<file path="config.mk">
export PLATFORM = sky130hd
export DESIGN_NAME = spi_fb_writer
export DESIGN_NICKNAME = d
export VERILOG_FILES = /design/src/rtl/vga_spi_pkg.sv /design/src/rtl/spi_byte_rx.sv /design/src/rtl/spi_fb_writer.sv
export SDC_FILE = /design/constraint.sdc
export NUM_CORES = 1
export LEC_CHECK = 0
export ABC_AREA = 1
export CORE_MARGIN = 3
export CORE_UTILIZATION = 50
export DETAILED_ROUTE_END_ITERATION = 7
export PLACE_DENSITY = 0.72
export SKIP_LAST_GASP = 1
export SYNTH_ARGS = -nofsm -noshare
export SYNTH_HDL_FRONTEND = slang
export SYNTH_SLANG_ARGS = --single-unit
</file>
<file path="constraint.sdc">
create_clock -name clk -period 5.7 [get_ports clk]
set_input_delay 1.14 -clock clk [delete_from_list [all_inputs] [get_ports clk]]
set_output_delay 1.14 -clock clk [all_outputs]
set_load 0.01 [all_outputs]
</file>
<file path="src/rtl/vga_spi_pkg.sv">
// rtl/vga_spi_pkg.sv - shared command codes, decode states and pixel width helper for the SPI framebuffer writer
package vga_spi_pkg;

    localparam logic [7:0] CMD_ALIGN    = 8'h80;
    localparam logic [7:0] CMD_SWAP     = 8'h81;
    localparam logic [7:0] CMD_SET_ADDR = 8'h82;

    typedef enum logic [1:0] {
        IDLE   = 2'd0,
        PIX_LO = 2'd1,
        ADDR   = 2'd2
    } fsm_state_t;

    // One byte per pixel carries RGB222, two bytes carry RGB444.
    function automatic int pix_width(input int bpp);
        return (bpp == 1) ? 6 : 12;
    endfunction

endpackage

</file>
<file path="src/rtl/spi_byte_rx.sv">
// rtl/spi_byte_rx.sv - SPI mode-0 slave byte receiver with status byte shifted out on miso
module spi_byte_rx (
    input  logic       clk,
    input  logic       rst,
    input  logic       sclk,
    input  logic       cs_n,
    input  logic       mosi,
    input  logic [7:0] status,
    output logic       byte_valid,
    output logic [7:0] rx_byte,
    output logic       miso
);

    // [0] and [1] are the synchroniser stages, [2] holds the previous synchronised value
    logic [2:0] sclk_q, sclk_d;
    logic [2:0] cs_q, cs_d;
    logic [1:0] mosi_q, mosi_d;
    logic [7:0] shift_q, shift_d;
    logic [2:0] bit_cnt_q, bit_cnt_d;
    logic       byte_valid_q, byte_valid_d;
    logic [7:0] rx_byte_q, rx_byte_d;
    logic       load_q, load_d;
    logic [7:0] tx_q, tx_d;

    logic sclk_rise, sclk_fall, cs_low, cs_fall;

    assign sclk_rise = sclk_q[1] & ~sclk_q[2];
    assign sclk_fall = ~sclk_q[1] & sclk_q[2];
    assign cs_low    = ~cs_q[1];
    assign cs_fall   = ~cs_q[1] & cs_q[2];

    // Synchronise, capture bits on sclk rise, and shift status out on sclk fall.
    always_comb begin
        sclk_d       = {sclk_q[1:0], sclk};
        cs_d         = {cs_q[1:0], cs_n};
        mosi_d       = {mosi_q[0], mosi};
        shift_d      = shift_q;
        bit_cnt_d    = bit_cnt_q;
        byte_valid_d = 1'b0;
        rx_byte_d    = rx_byte_q;
        // Status is reloaded one cycle after byte_valid so it reflects the decoded byte.
        load_d       = byte_valid_q;
        tx_d         = tx_q;

        if (!cs_low) begin
            shift_d   = '0;
            bit_cnt_d = '0;
        end else if (sclk_rise) begin
            shift_d   = {shift_q[6:0], mosi_q[1]};
            bit_cnt_d = bit_cnt_q + 3'd1;
            if (bit_cnt_q == 3'd7) begin
                byte_valid_d = 1'b1;
                rx_byte_d    = {shift_q[6:0], mosi_q[1]};
            end
        end

        // The fall that follows a byte's last rise presents the next byte's MSB, so no shift there.
        if (cs_fall || load_q) begin
            tx_d = status;
        end else if (cs_low && sclk_fall && (bit_cnt_q != 3'd0)) begin
            tx_d = {tx_q[6:0], 1'b0};
        end
    end

    // State registers; chip select resets to its idle (high) level.
    always_ff @(posedge clk or posedge rst) begin
        if (rst) begin
            sclk_q       <= '0;
            cs_q         <= 3'b111;
            mosi_q       <= '0;
            shift_q      <= '0;
            bit_cnt_q    <= '0;
            byte_valid_q <= 1'b0;
            rx_byte_q    <= '0;
            load_q       <= 1'b0;
            tx_q         <= '0;
        end else begin
            sclk_q       <= sclk_d;
            cs_q         <= cs_d;
            mosi_q       <= mosi_d;
            shift_q      <= shift_d;
            bit_cnt_q    <= bit_cnt_d;
            byte_valid_q <= byte_valid_d;
            rx_byte_q    <= rx_byte_d;
            load_q       <= load_d;
            tx_q         <= tx_d;
        end
    end

    assign byte_valid = byte_valid_q;
    assign rx_byte    = rx_byte_q;
    assign miso       = tx_q[7];

endmodule

</file>
<file path="src/rtl/spi_fb_writer.sv">
// rtl/spi_fb_writer.sv - SPI command decoder writing pixels into the VGA back buffer
module spi_fb_writer
    import vga_spi_pkg::*;
#(
    parameter  int RES_X           = 320,
    parameter  int RES_Y           = 240,
    parameter  int BYTES_PER_PIXEL = 1,
    localparam int ADDR_WIDTH      = $clog2(RES_X * RES_Y),
    localparam int PIX_W           = pix_width(BYTES_PER_PIXEL)
) (
    input  logic                  clk,
    input  logic                  rst,
    input  logic                  sclk,
    input  logic                  cs_n,
    input  logic                  mosi,
    output logic                  miso,
    output logic                  wr_en,
    output logic [ADDR_WIDTH-1:0] wr_addr,
    output logic [PIX_W-1:0]      wr_data,
    output logic [ADDR_WIDTH-1:0] addr_count,
    output logic                  swap_req,
    input  logic                  swap_ack,
    output logic                  frame_done,
    output logic                  cmd_err
);

    localparam int NUM_PIX    = RES_X * RES_Y;
    localparam int ADDR_BYTES = (ADDR_WIDTH + 7) / 8;
    localparam int SHADOW_W   = ADDR_BYTES * 8;
    localparam logic [ADDR_WIDTH-1:0] LAST_ADDR = ADDR_WIDTH'(NUM_PIX - 1);

    logic       byte_valid;
    logic [7:0] rx_byte;
    logic [7:0] status;

    fsm_state_t            state_q, state_d;
    logic [ADDR_WIDTH-1:0] addr_count_q, addr_count_d;
    logic [3:0]            red_q, red_d;
    logic [SHADOW_W-1:0]   shadow_q, shadow_d;
    logic [2:0]            addr_left_q, addr_left_d;
    logic                  wr_en_q, wr_en_d;
    logic [ADDR_WIDTH-1:0] wr_addr_q, wr_addr_d;
    logic [PIX_W-1:0]      wr_data_q, wr_data_d;
    logic                  frame_done_q, frame_done_d;
    logic                  cmd_err_q, cmd_err_d;
    logic                  swap_req_q, swap_req_d;

    logic                  do_write;
    logic [PIX_W-1:0]      pix;
    logic [SHADOW_W-1:0]   shadow_next;

    assign status = {swap_req_q, cmd_err_q, state_q != IDLE, 5'b0};

    spi_byte_rx u_rx (
        .clk        (clk),
        .rst        (rst),
        .sclk       (sclk),
        .cs_n       (cs_n),
        .mosi       (mosi),
        .status     (status),
        .byte_valid (byte_valid),
        .rx_byte    (rx_byte),
        .miso       (miso)
    );

    // Decode each received byte into writes, address loads and swap requests.
    always_comb begin
        state_d      = state_q;
        addr_count_d = addr_count_q;
        red_d        = red_q;
        shadow_d     = shadow_q;
        addr_left_d  = addr_left_q;
        wr_en_d      = 1'b0;
        wr_addr_d    = wr_addr_q;
        wr_data_d    = wr_data_q;
        frame_done_d = 1'b0;
        cmd_err_d    = cmd_err_q;
        swap_req_d   = swap_req_q;
        do_write     = 1'b0;
        pix          = '0;
        shadow_next  = SHADOW_W'({shadow_q, rx_byte});

        // Acknowledge clears first so that a SWAP in the same cycle keeps the request raised.
        if (swap_req_q && swap_ack) begin
            swap_req_d = 1'b0;
        end

        if (byte_valid) begin
            unique case (state_q)
                IDLE: begin
                    if (rx_byte[7]) begin
                        case (rx_byte)
                            CMD_ALIGN: begin
                                addr_count_d = '0;
                                cmd_err_d    = 1'b0;
                            end
                            CMD_SWAP: swap_req_d = 1'b1;
                            CMD_SET_ADDR: begin
                                state_d     = ADDR;
                                addr_left_d = 3'(ADDR_BYTES);
                                shadow_d    = '0;
                            end
                            default: cmd_err_d = 1'b1;
                        endcase
                    end else if (BYTES_PER_PIXEL == 1) begin
                        do_write = 1'b1;
                        pix      = PIX_W'(rx_byte[5:0]);
                    end else begin
                        red_d   = rx_byte[3:0];
                        state_d = PIX_LO;
                    end
                end
                PIX_LO: begin
                    do_write = 1'b1;
                    pix      = PIX_W'({red_q, rx_byte});
                    state_d  = IDLE;
                end
                ADDR: begin
                    shadow_d    = shadow_next;
                    addr_left_d = addr_left_q - 3'd1;
                    if (addr_left_q == 3'd1) begin
                        state_d = IDLE;
                        if (32'(shadow_next) < 32'(NUM_PIX)) begin
                            addr_count_d = shadow_next[ADDR_WIDTH-1:0];
                        end else begin
                            cmd_err_d = 1'b1;
                        end
                    end
                end
                default: state_d = IDLE;
            endcase
        end

        if (do_write) begin
            wr_en_d   = 1'b1;
            wr_addr_d = addr_count_q;
            wr_data_d = pix;
            if (addr_count_q == LAST_ADDR) begin
                addr_count_d = '0;
                frame_done_d = 1'b1;
            end else begin
                addr_count_d = addr_count_q + ADDR_WIDTH'(1);
            end
        end
    end

    // Decoder state and registered outputs; reset drops any partial multi-byte sequence.
    always_ff @(posedge clk or posedge rst) begin
        if (rst) begin
            state_q      <= IDLE;
            addr_count_q <= '0;
            red_q        <= '0;
            shadow_q     <= '0;
            addr_left_q  <= '0;
            wr_en_q      <= 1'b0;
            wr_addr_q    <= '0;
            wr_data_q    <= '0;
            frame_done_q <= 1'b0;
            cmd_err_q    <= 1'b0;
            swap_req_q   <= 1'b0;
        end else begin
            state_q      <= state_d;
            addr_count_q <= addr_count_d;
            red_q        <= red_d;
            shadow_q     <= shadow_d;
            addr_left_q  <= addr_left_d;
            wr_en_q      <= wr_en_d;
            wr_addr_q    <= wr_addr_d;
            wr_data_q    <= wr_data_d;
            frame_done_q <= frame_done_d;
            cmd_err_q    <= cmd_err_d;
            swap_req_q   <= swap_req_d;
        end
    end

    assign wr_en      = wr_en_q;
    assign wr_addr    = wr_addr_q;
    assign wr_data    = wr_data_q;
    assign addr_count = addr_count_q;
    assign swap_req   = swap_req_q;
    assign frame_done = frame_done_q;
    assign cmd_err    = cmd_err_q;

endmodule

</file>
**Word level (Yosys, flattened, before mapping)**

Cells that the tools add are included.

- Bits in registers: 101
- Latch bits: 0
- Memory bits (writable): 0
- Bits in read-only memories: 0
- Bits of input ports: 6
- Output and inout port bits: 45
- Logic and storage cells: 110
- Memories kept: 0

- Add/subtract/negate cells: 3
- Multipliers: 0
- Div/mod/pow operators: 0
- $lt $le $gt $ge: 1
- Equal/unequal tests: 17
- Shift-type cells: 0
- Mux-type cells: 46
- Bitwise logic cells: 6
- Reduce and logical (&&, ||, !) cells: 18

Operators with widths:

| operator | number |
|---|---|
| 2-to-1 mux 17 bit | 7 |
| case mux 17 bit (2 select lines) | 1 |
| 2-to-1 mux 16 bit | 2 |
| case mux 16 bit (2 select lines) | 1 |
| == test 8 bit (second input constant) | 3 |
| < comparator 24 x 17 -> 1 bit (second input constant) | 1 |
| adder 17 x 1 -> 17 bit (second input constant) | 1 |
| == test 17 bit (second input constant) | 1 |
| 2-to-1 mux 1 bit | 16 |
| 2-to-1 mux 8 bit | 2 |
| 2-to-1 mux 7 bit | 2 |
| 2-to-1 mux 3 bit | 4 |
| 2-to-1 mux 6 bit | 2 |
| case mux 6 bit (2 select lines) | 1 |
| AND reduction 6 bit | 2 |
| nonzero test 2 bit | 5 |
| AND reduction 4 bit | 2 |
| 2-to-1 mux 2 bit | 3 |
| inequality test 2 bit (second input constant) | 3 |
| inequality test 3 x 2 -> 1 bit (second input constant) | 2 |
| inequality test 3 bit (second input constant) | 2 |
| case mux 1 bit (2 select lines) | 3 |
| case mux 3 bit (2 select lines) | 1 |
| nonzero test 3 bit | 2 |
| 15 further kinds | 22 |

**Logic depth before layout (Yosys ltp)**

Gate-level depths: netlist (run 1).

- Depth after elaboration: 6
- Mapped depth: 11
- Mapped depth without buffers: 10

**By module**

Synthesis (run 1) repeated with hierarchy kept, for this count alone.

- Cells, all modules: 570
- Area total of the unflattened synthesis: 4745.8 um^2

Modules (own cells, without submodules):

| module | instances | cells each | area an instance (um^2) | sequential area each (um^2) |
|---|---|---|---|---|
| spi_fb_writer | 1 | 428 | 3249.4 | 1601.5 |
| spi_byte_rx | 1 | 142 | 1496.4 | 904.6 |

**Worst setup path after synthesis (run 1)**

OpenSTA, ideal clock, no wires.

- Kind: flip-flop to output port
- From: register addr_count_q[14] (netlist: addr_count[14])
- To: output port addr_count[14]
- Data arrival time: 435 ps
- Required time: 4560 ps
- Slack: 4125 ps
- Stages on the path, launching flop included: 1
- Path buffers: 0
- Cell sequence: dfrtp_1

RTL lines:

| item | line | source |
|---|---|---|
| start: declaration | spi_fb_writer.sv:37 | `logic [ADDR_WIDTH-1:0] addr_count_q, addr_count_d;` |
| start signal: assignment | spi_fb_writer.sv:163 | `addr_count_q <= addr_count_d;` |
| end: declaration | spi_fb_writer.sv:20 | `output logic [ADDR_WIDTH-1:0] addr_count,` |

No word-level cell between the ends.

**Worst setup path in the final report (run 1)**

- From: register addr_count_q[7] (netlist: addr_count[7])
- To: output port addr_count[7]

No word-level cell between the ends.

==> summary.md, run 1 <==
* 3,568 — via count
* 2.640 ns — fin crit period
* nand2_1 — dominant cell by count in the synthesized netlist
* 95 — Sink Count
* 0.01048 ns — final worst clock skew
* 0.01692 — synthesized-area fraction occupied by adder cells
* 0 — total number of yosys warnings
* 185 — Iteration-0 DRC Markers
* 589 — # nets final
* 0 — final antenna diode count
* 0 ns — aggregate negative setup slack
* 3,357 — number of global-route vias before repair
* 0.08591 — share of final-layout standard cells stronger than drive strength 1
* 0 — DRC
* 0.09 ns — clock-pin transition on the worst setup and hold timing paths
* 0.0001738 V — worst IR drop on VDD
* 33 — FP Rows
* 35 — Synth cell types
* clkdlybuf4s50_1 — slowest CP cell
* 0 — count of final hold-check violations
* output pin — type of destination of the critical path
* 6 — crit path max fanout
* nand2_1, dfrtp_1, o21ai_0, inv_1, nor2_1 — ranking of synthesized cells by instance count
* 1 — buffering stage count on the worst path with inverters included
* dfrtp_1 — main flop type after synthesis
* 0 — # Max-Cap Violations
* 100.2 µm — Die Height
* 0.5367 — sequential-to-total area share from yosys stat
* 2 — Clock Tree Buf Depth
* false — unrepaired setup endpoints after global routing
* 378.8 MHz — max frequency
* 0.61 ns — delay of the slowest critical-path stage
* 16.81 mm — wire length of the first global-routing pass
* 0.9094 — routability cong.
* 530 — post-synthesis cell count
* 2.886 ns — minimum setup slack after placement
* 10,040 µm² — die area
* simple AND/OR/NAND/NOR gates — largest family of logic cells by synthesized area
* clkdlybuf4s50_1 — list of cells traversed by the critical path
* 0 — number of pins exceeding their max-slew limit in the final report
* 0 — total gr overflow
* dfrtp_1 — most area-hungry cell type in the Yosys netlist
* 51 — top-level I/O count
* 3 — maximum level of the CTS H-tree
* built — CTS tree
* 1.50 ns — Arrival @ worst endpoint
* 3.30 ns — reg2reg setup slack
* 14.61 µm — wire length per cell after detailed routing
* 0.2110 — Total Routing Usage GR
* 5195 µm² — final standard cell area without fillers
* 0.2555 — post-synthesis simple-gate area fraction
* 4.56 ns — critical path required time
* 9 — total clock buffers created by CTS
* 238.5 nW/µm² — Power per Cell Area
* register — sort of element at the start of the critical path
* 0 — multiplexer share of the synthesized area
* 6 — DR pass1 iterations
* u_rx.sclk_q[1] — sink of the worst hold path
* dfrtp_1, nand2_1, o21ai_0 — largest cells by area after synthesis
* 0.4631 — Final Cycle Share
* 4972 µm² — Placed Area
* 95 — register bit count reported by yosys
* 5.194 — via-per-instance ratio
* 0 — depth of the worst hold-timing path
* 0.1058 — compound-cell area share of the yosys netlist
* 50 — input/output buffers
* 0.36 ns — clock latency of the later-clocked register in the worst-skew pair
* 7.204 mm — total half-perimeter wirelength after legalization and detailed placement
* 0.5267 — effective utilization at floorplan
* 2.359 nW — leakage power total
* completed — status
* 0.5189 — area share of the leading cell type in the synthesized netlist
* 100.2 µm — Horiz. Die Dim
* 0 — number of nets with antenna violations after routing
* clkbuf_8 — library cell used as clock root buffer
* 8.371 µm² — mean cell area of the mapped netlist
* 3.060 ns — Worst Setup Slack, final
* 8423 µm² — core region area
* 63 — largest net degree at the start of global routing
* 0 — post-CTS setup buffer count
* state_q[1] — Reg2Reg Launch Point
* 0.01382 — share of the synthesized netlist area taken by xor and xnor gates
* 0 — Post-CTS Hold Buffers
* reg -> reg — type of the worst min-delay path
* 0 — number of enable-type register cells in the synthesized netlist
* reg -> out — category of the critical setup timing path
* 17.09% — Layout area overhead
* buffers and inverters — Worst path top cell family by delay
* 0 — post-CTS sizing
* 10.04 mm — wire length after detailed routing
* 4437 µm² — summed instance area of the synthesized netlist
* u_rx.sclk_q[0] — worst hold start
* 0 — initial antenna violation count
* 1.068 ns — actual transition at the worst max-transition pin
* 9 — cell count of the worst reg-to-reg path
* 0.2871 — max_slew headroom
* 542 — synthesized netlist net count
* 0 — Setup Viol. Count Final
* 1.000 — fraction of registers with async set/reset
* addr_count[16] — Worst R2R End
[cells by family after synthesis]
family / after synthesis
AO/OA/AOI/OAI: 86
adder cells (fa/ha/maj): 6
AND/OR/NAND/NOR: 267
XOR/XNOR: 7
flip-flops: 95
buffers and inverters: 69
[routing by layer]
layer,wire length (µm),global-route usage,vias to the layer above
met5,0,0,-
met4,121,0.06218,0
met3,533,0.03614,10
met2,4620,0.3140,100
met1,4763,0.3177,1684
li1,-,-,1774
[worst max path at each step]
stage | startpoint | end | slack, ns | cells past startpoint
floorplan | rst | addr_count[0] | 2.09 | 1
detailed placement | rst | u_rx.byte_valid | 2.89 | 3
global route | state_q[1] | addr_count[16] | 3.04 | 9
finish | addr_count[7] | addr_count[7] | 3.06 | 1
CTS | addr_count[7] | addr_count[7] | 3.07 | 1
global placement | rst | u_rx.load_q | 2.91 | 3
[power by group]
group / internal, mW / switching [mW] / total (mW)
Clock: 0.260 / 0.238 / 0.499
Sequential: 0.686 / 0.00664 / 0.692
Combinational: 0.0173 / 0.0311 / 0.0483
Total: 0.963 / 0.276 / 1.24
[registers in the layout, indices dropped and copies added (netlist names), 2 cells and up]
| signal | count |
|---|---|
| u_rx.rx_byte | 8 |
| addr_count | 17 |
| u_rx.bit_cnt_q | 3 |
| shadow_q | 16 |
| addr_left_q | 3 |
| wr_data | 6 |
| u_rx.cs_q | 3 |
| u_rx.mosi_q | 2 |
| u_rx.tx_q | 3 |
| u_rx.shift_q | 7 |
| wr_addr | 17 |
| u_rx.sclk_q | 3 |
[layout make-up]
class	count	area [µm²]
Fill cell	763	3228
Sequential cell	95	2381
Multi-Input combinational cell	366	1739
Timing Repair Buffer	51	508.0
Inverter	54	212.7
Clock buffer	11	141.4
Tap cell	105	131.4
Clock inverter	5	81.33
[cells in the final DEF (no fill, tap or decap), types with 3 or more instances in the layout]
| cell | Yosys | final |
|---|---|---|
| o22ai_1 | 3 | 3 |
| inv_2 | 4 | 4 |
| a21oi_1 | 3 | 3 |
| clkbuf_8 | 0 | 10 |
| clkinv_2 | 1 | 3 |
| nand2_1 | 187 | 187 |
| o21ai_1 | 20 | 20 |
| nand3_1 | 19 | 19 |
| dfstp_2 | 3 | 3 |
| nor2_4 | 7 | 7 |
| dfrtp_1 | 92 | 92 |
| nand4_1 | 5 | 5 |
| clkdlybuf4s50_1 | 0 | 50 |
| ha_1 | 6 | 6 |
| xor2_1 | 7 | 7 |
| nor2_2 | 4 | 4 |
| inv_1 | 47 | 46 |
| nor2_1 | 34 | 34 |
| nand2_2 | 7 | 7 |
| o21ai_0 | 50 | 50 |
[per-stage QoR]
step,total power [mW],hold slack [ns],util,std cells
floorplan,0.7373,0.3312,-,530
global placement,0.7537,0.3357,0.5903,671
detailed placement,0.7558,0.3347,0.5903,671
CTS,1.245,0.3557,0.6168,687
global route,1.284,0.3630,0.6168,687
finish,1.239,0.3548,0.6168,687
(Power assumes the default switching activity.)
==> inputs of run 2 (changes only) <==
clock period = 2.7 ns   (was 5.7 ns; I/O delays follow)
==> run 2 against run 1 <==
Compared with the run above: total power increased by 100%; sequential share of layout area shrank 0.077 points; core utilization increased by 0.10 points; non-clock buffer count grew 2; routed wire length rose by 1.6%; hold slack gained 0.0029 ns; first-iteration DRC count up 7.0%; highest routed layer unchanged.
==> summary.md, run 2 (synthesized netlist as in run 1, its figures left out) <==
* 0 ns — aggregate negative setup slack, unchanged
* 10,040 µm² — die area, unchanged
* 5002 µm² — Placed Area, +0.60%
* 591 — # nets final, +0.34%
* output pin — type of destination of the critical path
* 7.354 mm — total half-perimeter wirelength after legalization and detailed placement, +2.1%
* 0 — count of final hold-check violations, unchanged
* 17.11 mm — wire length of the first global-routing pass, +1.8%
* buffers and inverters — Worst path top cell family by delay
* 5.219 — via-per-instance ratio, +0.49%
* 33 — FP Rows, unchanged
* 0 — DRC, unchanged
* 0 — Post-CTS Hold Buffers, unchanged
* reg -> out — category of the critical setup timing path
* 3,596 — via count, +0.78%
* 3,461 — number of global-route vias before repair, +3.1%
* 0 — post-CTS setup buffer count, unchanged
* completed — status
* 0.5459 ns — actual transition at the worst max-transition pin, -0.5223 ns
* 0 — total gr overflow, unchanged
* false — unrepaired setup endpoints after global routing
* 0 — initial antenna violation count, unchanged
* 2.036 ns — fin crit period
* 198 — Iteration-0 DRC Markers, +7.0%
* clkbuf_8 — library cell used as clock root buffer
* 96 — largest net degree at the start of global routing, +52%
* 0.0003406 V — worst IR drop on VDD, +96%
* 1.50 ns — Arrival @ worst endpoint, about the same
* 8423 µm² — core region area, unchanged
* 0.01713 ns — final worst clock skew, +0.006649 ns
* 0 — post-CTS sizing, unchanged
* 2.360 nW — leakage power total, about the same
* built — CTS tree
* 0.10 ns — clock-pin transition on the worst setup and hold timing paths, about the same
* 0.37 ns — clock latency of the later-clocked register in the worst-skew pair, about the same
* clkdlybuf4s50_1 — list of cells traversed by the critical path
* 6 — crit path max fanout, unchanged
* 0.9625 — routability cong., +5.8%
* clkdlybuf4s50_1 — slowest CP cell
* 2.16 ns — critical path required time, -2.40 ns
* nand2_1, dfrtp_1, o21ai_0, clkdlybuf4s50_1, inv_1 — top library cells by usage in the layout, fill and taps aside
* 0.7540 — Final Cycle Share
* 3 — maximum level of the CTS H-tree, unchanged
* 0 — final antenna diode count, unchanged
* 0 — Setup Viol. Count Final, unchanged
* 1 — buffering stage count on the worst path with inverters included, unchanged
* register — sort of element at the start of the critical path
* 5204 µm² — final standard cell area without fillers, +0.17%
* 95 — Sink Count, unchanged
* 14.80 µm — wire length per cell after detailed routing, +1.3%
* 51 — top-level I/O count, unchanged
* 0 — # Max-Cap Violations, unchanged
* 487.0 nW/µm² — Power per Cell Area, +100%
* 768 — number of filler cells placed in the layout, +0.66%
* 17.29% — Layout area overhead
* 100.2 µm — Horiz. Die Dim, unchanged
* 491.2 MHz — max frequency
* 10.20 mm — wire length after detailed routing, +1.6%
* 0 — number of nets with antenna violations after routing, unchanged
* 0 — number of pins exceeding their max-slew limit in the final report, unchanged
* 9 — total clock buffers created by CTS, unchanged
* 0.61 ns — delay of the slowest critical-path stage, about the same
* 50 — input/output buffers, unchanged
* nand2_1 — commonest non-fill, non-tap cell in the layout
* reg -> reg — type of the worst min-delay path
* 0.2166 — Total Routing Usage GR, +0.005571
* 0.6361 — max_slew headroom, +0.3490
* 100.2 µm — Die Height, unchanged
* 2 — Clock Tree Buf Depth, unchanged
* 5 — DR pass1 iterations, -1
* 0.5267 — effective utilization at floorplan, unchanged
* 0.09075 — share of final-layout standard cells stronger than drive strength 1, +0.004843
## run 2: changes by cell type in the layout (fill, tap and decap cells not counted)
cell,delta
clkinv_4,+1
clkbuf_1,-1
clkbuf_8,-1
inv_6,+2
clkinvlp_4,+1
buf_12,+1
clkinv_2,-1
bufinv_16,-1
buf_4,+1
## run 2: layer usage
| layer | global-route usage | up-vias | routed length [µm] |
|---|---|---|---|
| li1 | - | 1779 | - |
| met1 | 0.3291 | 1709 | 5010 |
| met2 | 0.3145 | 99 | 4509 |
| met3 | 0.04795 | 9 | 585 |
| met4 | 0.05699 | 0 | 93 |
| met5 | 0 | - | 0 |
## run 2: per-stage QoR
step / std cells / hold WS (ns) / utilization / power, mW / worst slack, ns
floorplan: 530 / 0.3312 / - / 1.557 / 1.043
finish: 689 / 0.3577 / 0.6178 / 2.534 / 0.6641
global route: 689 / 0.3707 / 0.6178 / 2.623 / 0.4933
detailed placement: 673 / 0.3347 / 0.5939 / 1.599 / 0.7408
global placement: 673 / 0.3337 / 0.5939 / 1.593 / 0.8653
CTS: 689 / 0.3588 / 0.6178 / 2.554 / 0.6649
## run 2: path summary, 6_finish.rpt
path / startpoint / end / slack [ns] / cells after the start
max in group asynchronous: rst / wr_data[0] / 1.63 / 3
worst max register to register: state_q[1] / addr_count[0] / 0.67 / 7
worst min-delay path: u_rx.sclk_q[0] / u_rx.sclk_q[1] / 0.36 / 0
min in group asynchronous: rst / u_rx.tx_q[7] / 0.62 / 3
worst min register to register: u_rx.sclk_q[0] / u_rx.sclk_q[1] / 0.36 / 0
worst max-delay path: addr_count[7] / addr_count[7] / 0.66 / 1
## run 2: where the power goes
| part | switching [mW] | internal [mW] |
|---|---|---|
| combinational | 0.0672 | 0.0386 |
| sequential | 0.0159 | 1.45 |
| clock | 0.527 | 0.438 |
| total | 0.610 | 1.92 |
## run 2: final cells by class
type / instances / area (µm²) / share of cell area
Inverter: 54 / 215.2 / 0.04136
Sequential cell: 95 / 2381 / 0.4576
Multi-Input combinational cell: 366 / 1739 / 0.3342
Clock inverter: 7 / 77.57 / 0.01491
Timing Repair Buffer: 53 / 535.5 / 0.1029
Tap cell: 105 / 131.4 / 0.02525
Clock buffer: 9 / 123.9 / 0.02380
==> inputs of run 3 (changes only) <==
PLACE_DENSITY = 0.75   (was 0.72)
clock period = 1.73 ns   (was 2.7 ns; I/O delays follow)
==> run 3 against run 2 <==
Compared with the run above: cell count rose by 2.9%; clock-buffer cell count stayed put; sequential power is 56% higher; core utilization rose by 2.4 points; largest power group unchanged.
==> summary.md, run 3 (synthesized netlist as in run 1, its figures left out) <==
* 7.159 mm — total half-perimeter wirelength after legalization and detailed placement, -2.7%
* 0 — initial antenna violation count, unchanged
* 0.6416 — utilization after layout, +0.02377
* 2.485 nW — leakage power total, +5.3%
* 5062 µm² — Placed Area, +1.2%
* 9 — total clock buffers created by CTS, unchanged
* 33 — FP Rows, unchanged
* nand2_1, dfrtp_1, o21ai_0, clkdlybuf4s50_1, inv_1 — top library cells by usage in the layout, fill and taps aside
* 3 — maximum level of the CTS H-tree, unchanged
* 0.9656 mW — reported net switching power, +58%
* 0.383 — part of the total power dissipated in the clock network, +0.002
* 0 — final antenna diode count, unchanged
* 8423 µm² — core region area, unchanged
* built — CTS tree
* 0.045 — combinational share of power, +0.003
* 3,706 — via count, +3.1%
* reg -> out — category of the critical setup timing path
* 1.696 ns — fin crit period
* 0.9020 — routability cong., -6.3%
* register — sort of element at the start of the critical path
* 681 — cell total after placement, +1.2%
* true — unrepaired setup endpoints after global routing
* 100.2 µm — Horiz. Die Dim, unchanged
* output pin — type of destination of the critical path
* 1.35 ns — Arrival @ worst endpoint, -0.15 ns
* 0.0005402 V — worst IR drop on VDD, +59%
* 0.4535 ns — actual transition at the worst max-transition pin, -0.09241 ns
* 611 — # nets final, +3.4%
* 0.36 ns — clock latency of the later-clocked register in the worst-skew pair, about the same
* 0.9803 — Final Cycle Share
* buffers and inverters — Worst path top cell family by delay
* 14.25 µm — wire length per cell after detailed routing, -3.7%
* clkdlybuf4s50_1 — list of cells traversed by the critical path
* reg -> reg — type of the worst min-delay path
* 0 — count of final hold-check violations, unchanged
* 0 — number of nets with antenna violations after routing, unchanged
* 589.6 MHz — max frequency
* 95 — Sink Count, unchanged
* 0.6966 — max_slew headroom, +0.06049
* 100.2 µm — Die Height, unchanged
* 0 — Post-CTS Hold Buffers, unchanged
* 1 — buffering stage count on the worst path with inverters included, unchanged
* 0 — Setup Viol. Count Final, unchanged
* 0.1440 — share of final-layout standard cells stronger than drive strength 1, +0.05329
* 10.10 mm — wire length after detailed routing, -0.92%
* clkbuf_8 — library cell used as clock root buffer
* 51 — top-level I/O count, unchanged
* 3,471 — number of global-route vias before repair, +0.29%
* 0.10 ns — clock-pin transition on the worst setup and hold timing paths, about the same
* 738.3 nW/µm² — Power per Cell Area, +52%
* 21.80% — Layout area overhead
* 1764 µm² — area of the multi-input gates, +1.4%
* 1.38 ns — critical path required time, -0.78 ns
* 0.01123 ns — final worst clock skew, -0.005900 ns
* 0.2420 — fraction of power spent switching nets, +0.001279
* 2396 µm² — Reg area, +0.63%
* 0.5267 — effective utilization at floorplan, unchanged
* 10,040 µm² — die area, unchanged
* nand2_1 — commonest non-fill, non-tap cell in the layout
* 5 — DR pass1 iterations, unchanged
* 730 — number of filler cells placed in the layout, -4.9%
* completed — status
* 6 — crit path max fanout, unchanged
* 0.571 — sequential share of power, -0.006
* 16.83 mm — wire length of the first global-routing pass, -1.6%
* clkdlybuf4s50_1 — slowest CP cell
* 5.227 — via-per-instance ratio, +0.15%
* 78 — largest net degree at the start of global routing, -19%
* 0 — DRC, unchanged
* 2 — Clock Tree Buf Depth, unchanged
* 3.024 mW — internal power, +57%
* 210 — Iteration-0 DRC Markers, +6.1%
* 50 — input/output buffers, unchanged
* 0.55 ns — delay of the slowest critical-path stage, -0.06 ns
* 0 — # Max-Cap Violations, unchanged
* 5404 µm² — final standard cell area without fillers, +3.8%
* 709 — Non-Filler Instances, +2.9%
* 0 — number of pins exceeding their max-slew limit in the final report, unchanged
* 0.2119 — Total Routing Usage GR, -0.004674
* 0 ns — aggregate negative setup slack, unchanged
* 0 — total gr overflow, unchanged
==> run 3: per-layer routing <==
layer / vias to the layer above / part of all wire / GRT usage
li1: 1817 / - / -
met1: 1766 / 0.47 / 0.3134
met4: 0 / 0.025 / 0.09326
met2: 104 / 0.45 / 0.3048
met5: - / 0 / 0
met3: 19 / 0.051 / 0.03892
==> run 3: cell type report <==
type	count	share of cell area
clock inverter	7	0.01551
sequential	95	0.4434
multi-input combinational	366	0.3265
inverter	54	0.03982
timing repair buffer	73	0.1276
tap	105	0.02431
clock buffer	9	0.02292
==> run 3: timing repair <==
item,CTS,global route
setup buffers,1,11
setup endpoints to repair,12,20
cloned,0,0
gates resized for setup,12,8
pin swaps,0,1
==> run 3: stage by stage <==
step           total power, mW  hold slack [ns]  setup WS, ns
4_1_cts                  4.033           0.3624      -0.01989
5_1_grt                  4.152           0.3670      -0.04093
3_5_place_dp             2.503           0.3471       0.05252
3_3_place_gp             2.486           0.3326       0.08175
2_1_floorplan            2.430           0.3312        0.2482
6_report                 3.990           0.3623       0.03400
==> run 3: power groups by stage <==
stage               clock (mW)  sequential (mW)  combinational (mW)
floorplan                    0             2.32               0.107
global placement             0             2.32               0.164
detailed placement           0             2.32               0.180
CTS                       1.56             2.28               0.189
global route              1.66             2.29               0.207
finish                    1.53             2.28               0.181
==> run 3: final timing paths <==
check / start / end / slack (ns) / cells after the start
max in group asynchronous: rst / addr_count[8] / 0.94 / 3
max reg2reg: addr_count[0] / addr_count[13] / 0.09 / 8
max: addr_count[10] / addr_count[10] / 0.03 / 1
min reg2reg: u_rx.cs_q[0] / u_rx.cs_q[1] / 0.36 / 0
min in group asynchronous: rst / u_rx.bit_cnt_q[2] / 0.39 / 3
min: u_rx.cs_q[0] / u_rx.cs_q[1] / 0.36 / 0
